$ cat src/rtl/vp_pkg.sv
// vp_pkg: shared types and defaults for the vector processor fetch front end.
package vp_pkg;
    typedef enum logic [1:0] {IDLE, RUN, DRAIN, HALT} seq_state_t;
    localparam int PC_W_DEF = 20;
    localparam logic [PC_W_DEF-1:0] RESET_PC_DEF = '0;
endpackage

$ cat src/rtl/vp_sat_counter.sv
// vp_sat_counter: saturating up-counter with enable and synchronous clear.
module vp_sat_counter #(
    parameter int W = 32
) (
    input  logic         clk,
    input  logic         clr,
    input  logic         en,
    output logic [W-1:0] count
);
    always_ff @(posedge clk) begin
        if (clr)
            count <= '0;
        else if (en && count != '1)
            count <= count + W'(1);
    end
endmodule

$ cat src/rtl/vp_fetch_sequencer.sv
// vp_fetch_sequencer: owns the pipeline pc, handles stalls, branch redirects
// and halt draining, and keeps bring-up fetch/cycle counters.
module vp_fetch_sequencer
    import vp_pkg::*;
#(
    parameter int              PC_W       = PC_W_DEF,
    parameter logic [PC_W-1:0] RESET_PC   = PC_W'(RESET_PC_DEF),
    parameter int              PIPE_DEPTH = 4,
    parameter int              CNT_W      = 32
) (
    input  logic             clk,
    input  logic             rst,
    input  logic             start,
    input  logic             stall,
    input  logic             br_taken,
    input  logic [PC_W-1:0]  br_target,
    input  logic             halt_dec,
    output logic [PC_W-1:0]  pc,
    output logic             pc_valid,
    output logic             flush,
    output logic             running,
    output logic             halted,
    output logic [CNT_W-1:0] fetch_count,
    output logic [CNT_W-1:0] cycle_count
);
    localparam int DW = $clog2(PIPE_DEPTH + 1);

    seq_state_t      state, state_nx;
    logic [PC_W-1:0] pc_nx;
    logic [DW-1:0]   drain, drain_nx;
    logic            flush_nx;

    always_ff @(posedge clk) begin
        if (rst) begin
            state <= IDLE;
            pc    <= RESET_PC;
            drain <= '0;
            flush <= 1'b0;
        end else begin
            state <= state_nx;
            pc    <= pc_nx;
            drain <= drain_nx;
            flush <= flush_nx;
        end
    end

    always_comb begin
        state_nx = state;
        pc_nx    = pc;
        drain_nx = drain;
        flush_nx = 1'b0;
        case (state)
            IDLE, HALT: begin
                if (start) begin
                    state_nx = RUN;
                    pc_nx    = RESET_PC;
                end
            end
            RUN: begin
                if (br_taken) begin
                    pc_nx    = br_target;
                    flush_nx = 1'b1;
                end else if (halt_dec) begin
                    state_nx = DRAIN;
                    drain_nx = DW'(PIPE_DEPTH - 1);
                end else if (!stall) begin
                    pc_nx = pc + PC_W'(1);
                end
            end
            DRAIN: begin
                // A branch resolving during drain is older than the halt, so the halt is squashed.
                if (br_taken) begin
                    state_nx = RUN;
                    pc_nx    = br_target;
                    flush_nx = 1'b1;
                    drain_nx = '0;
                end else if (drain == '0) begin
                    state_nx = HALT;
                end else begin
                    drain_nx = drain - DW'(1);
                end
            end
        endcase
    end

    assign pc_valid = state == RUN;
    assign running  = state == RUN || state == DRAIN;
    assign halted   = state == HALT;

    vp_sat_counter #(.W(CNT_W)) u_fetch_cnt (
        .clk   (clk),
        .clr   (rst),
        .en    (state == RUN && !stall && !br_taken),
        .count (fetch_count)
    );

    vp_sat_counter #(.W(CNT_W)) u_cycle_cnt (
        .clk   (clk),
        .clr   (rst),
        .en    (running),
        .count (cycle_count)
    );
endmodule

$ cat config.mk
export PLATFORM = sky130hd
export DESIGN_NAME = vp_fetch_sequencer
export DESIGN_NICKNAME = d
export VERILOG_FILES = /design/src/rtl/vp_pkg.sv /design/src/rtl/vp_sat_counter.sv /design/src/rtl/vp_fetch_sequencer.sv
export SDC_FILE = /design/constraint.sdc
export NUM_CORES = 1
export LEC_CHECK = 0
export CAP_MARGIN = 5
export CORE_ASPECT_RATIO = 0.9
export CORE_MARGIN = 4
export CORE_UTILIZATION = 36
export DETAILED_ROUTE_END_ITERATION = 8
export PLACE_DENSITY = 0.66
export SETUP_SLACK_MARGIN = 0.02
export SYNTH_ARGS = -nofsm -noshare
export SYNTH_HDL_FRONTEND = slang
export SYNTH_SLANG_ARGS = --single-unit
$ cat constraint.sdc
create_clock -name clk -period 3.1 [get_ports clk]
set_input_delay 0.62 -clock clk [delete_from_list [all_inputs] [get_ports clk]]
set_output_delay 0.62 -clock clk [all_outputs]
set_load 0.01 [all_outputs]
==> summary.md <==
| Metric | Value |
|---|---|
| Status | finished, final reports clean |
| Htree depth | 3 |
| Initial core utilization | 37.49% |
| Die Y-Extent | 118.1 um |
| Yosys top cell area share | a little under two fifths |
| Total wire length | 13.91 mm |
| Max-cap check violation count | 0 |
| Crit path max fanout | 14 |
| Power Density | 433.1 nW/um2 |
| CTS sink cnt | 90 |
| Reg-to-reg critical path endpoint | u_cycle_cnt.count[23] |
| Share of layout cells above drive strength 1 | 7.246% |
| Internal Dissipation | approximately 0.0021 W |
| Worst setup EP type | primary output |
| Drt pass-1 iters | 5 |
| Port Buf Inserts | 113 |
| Worst Path Required | 2480 ps |
| Die area | approximately 15000 um2 |
| Antenna-violating nets left | 0 |
| Clock slew at reported path FFs | around 70 ps |
| WHS | approximately 510 ps |
| Detailed-route via count | just under 5000 |
| Max Buffers Root-to-Sink | 2 |
| Crit path max-delay cell type | ha_1 |
| # fillers | 1218 |
| Slew @ Worst Pin | 701.1 ps |
| RSZ-0062 raised after global routing | false |
| Clk_lat worst skew | about 340 ps |
| Pin count of the biggest net entering global routing | 55 |
| Syn Area/Cell | 8.432 um2 |
| Area grow syn2layout | 33.50% |
| Reg-to-Reg Start | state[0] |
| Reg power frac | approximately 44% |
| Die X | 130.3 um |
| # Post-CTS Setup Buffers | 0 |
| Final setup violation count | 0 |
| Leak | slightly above 2 nW |
| CP Depth | 4 |
| Ys async rst share | 0% |
| Most used cell, CP | inv_1 |
| Number of nets in the layout | 721 |
| Resize count post-CTS | 0 |
| Clock share of power | 41.7% |
| Final Cycle Share | 89.04% |
| Vias in the first global route | approximately 4700 |
| Final HPWL DP | 10.11 mm |
| Reg2reg path depth | 6 |
| Switching Share | 25.53% |
| Min-Delay Path Class | reg2reg |
| WP data arrival | approximately 2100 ps |
| Initial antenna violation count | 0 |
| Critical path launch point | state[0] |
| Logic pwr share | 14.7% |
| CP Launch Type | register |
| First-pass GRT wire length | 23.03 mm |
| Num ports | roughly 110 |
| Kind of cell adding the most delay to the critical path | buffers and inverters |
| Top cells by area, synth | dfxtp_1, a21oi_1, nor2_1 |
| CP Capture Point | running |
| Post-Route Utilization | between 50% and 60% |
| DR iter-0 viols | 382 |
| Pwr Total | 0.002804 W |
| Root Buffer | clkbuf_16 |
| FF+latch count, synth | 90 |
| Most common cell in the netlist | dfxtp_1 |
| Peak VDD IR | 0.0002726 V |
| Min cycle time layout | 2760 ps |
| Syn Inst Count | 575 |
| Post-synth top flop | dfxtp_1 |
| Synth top cells by count | dfxtp_1, nor2_1, a21oi_1 |
| GR Overflow Total | 0 |
| Leading area contributor after synthesis | dfxtp_1 |
| CTS tree | built |
| Crit path largest cell delay | between 500 and 600 ps |
| Register area share after synthesis | 37.16% |
| Number of diodes | 0 |
| Fmax | 362.3 MHz |
| Final Skew | between 9 and 10 ps |
| Routed wire per std cell | ~16 um |
| Cell area after synthesis | 4848 um2 |
| YS warnings | 0 |
| EDFF count, synth | 0 |
| Area of the multi-input gates | 2879 um2 |
| WP buf/inv | 3 |
| TritonCTS buffer count | 9 |
| Core area | ~13000 um2 |
| Hold buffer count at CTS | 0 |
| WS Path Type | reg2out |
| Setup TNS | 0 ps |
| Final Wtd Congestion | 0.8369 |
| Synth cell types | 65 |
| Final Hold Vio Count | 0 |
| Crit-path cells | inv_1 -> ha_1 -> inv_1 -> clkdlybuf4s50_1 |
| Sw Pwr | slightly above 0.0007 W |
| Drc violations | 0 |
| Flop2flop setup slack | 640 ps |
| Slew Limit Fails | 0 |
| Slew margin rel. | 52.83% |
| GRT Total Usage | 17.94% |
| Syn_nets | roughly 600 |
| Register area | 1802 um2 |
| Rows | 39 |
| Vias per cell | 5.676 |
## worst min-delay path, stage by stage, from the launching register on
cell,delay [ps]
dfxtp_1,340
o21ai_0,80
a21oi_1,60
## cell usage in the layout (no fill, tap or decap), drive strengths merged, types with 12 or more instances in the layout
cell	synthesis	routed
clkdlybuf4s50	0	112
dfxtp	90	90
nor2	49	49
a21oi	46	46
nand2	37	37
nand3	31	31
o21ai	29	29
or3	22	22
or4	21	21
xor2	20	20
o31ai	20	20
nand4	18	18
a22oi	16	16
inv	16	16
nor3	14	14
nor4	13	13
buf	5	12
## worst min path at each step
stage	from	endpoint	slack, ps	cells past startpoint
5_1_grt	u_cycle_cnt.count[31]	u_cycle_cnt.count[31]	540	2
6_report	u_cycle_cnt.count[31]	u_cycle_cnt.count[31]	510	2
3_3_place_gp	u_fetch_cnt.count[11]	u_fetch_cnt.count[11]	480	2
3_5_place_dp	u_cycle_cnt.count[31]	u_cycle_cnt.count[31]	500	2
2_1_floorplan	drain[1]	drain[1]	480	2
4_1_cts	u_cycle_cnt.count[31]	u_cycle_cnt.count[31]	510	2
## per-stage QoR
stage / worst slack [ps] / cells / cell area, um2
5_1_grt: 203.9 / 854 / 6472
3_5_place_dp: 361.8 / 839 / 6155
4_1_cts: 309.9 / 854 / 6472
3_3_place_gp: 440.9 / 839 / 6155
2_1_floorplan: 901.2 / 575 / 4848
6_report: 339.6 / 854 / 6472
## layer usage
layer	vias to the layer above	GRT usage (%)	part of all wire [%]
met2	109	31.09	50
met4	0	4.306	1.0
met5	-	0	0
met1	2327	22.08	44
li1	2401	-	-
met3	10	4.583	5.4
## flip-flops by register name (all words and copies together), names as in the netlist
name and count:
flush 1, state 2, u_cycle_cnt.count 32, drain 3, u_fetch_cnt.count 32, pc 20
## power by group through the flow
| stage | registers (W) | clock network (W) | logic [W] |
|---|---|---|---|
| global route | 0.00123 | 0.00124 | 0.000452 |
| finish | 0.00122 | 0.00117 | 0.000411 |
| detailed placement | 0.00125 | 0 | 0.000410 |
| global placement | 0.00125 | 0 | 0.000397 |
| floorplan | 0.00125 | 0 | 0.000237 |
| CTS | 0.00122 | 0.00120 | 0.000412 |
## cells by family (layout without fill, tap and decap cells)
| kind of cell | Yosys count | in the layout | synth area share [%] |
|---|---|---|---|
| AND/OR/NAND/NOR | 244 | 244 | 28.85 |
| AO/OA/AOI/OAI | 153 | 153 | 20.70 |
| flip-flops | 90 | 90 | 37.16 |
| buffers and inverters | 40 | 155 | 3.458 |
| XOR/XNOR | 31 | 31 | 5.600 |
| adder cells (fa/ha/maj) | 9 | 9 | 2.323 |
| multiplexers | 8 | 8 | 1.909 |
## cell type report
cell class | count | area share, %
Multi-Input combinational cell | 445 | 44.48
Clock inverter | 5 | 1.218
Clock buffer | 10 | 3.692
Timing Repair Buffer | 124 | 18.67
Sequential cell | 90 | 27.84
Tap cell | 164 | 3.170
Inverter | 16 | 0.9279
Note: power is estimated with default switching activity, not from simulation.
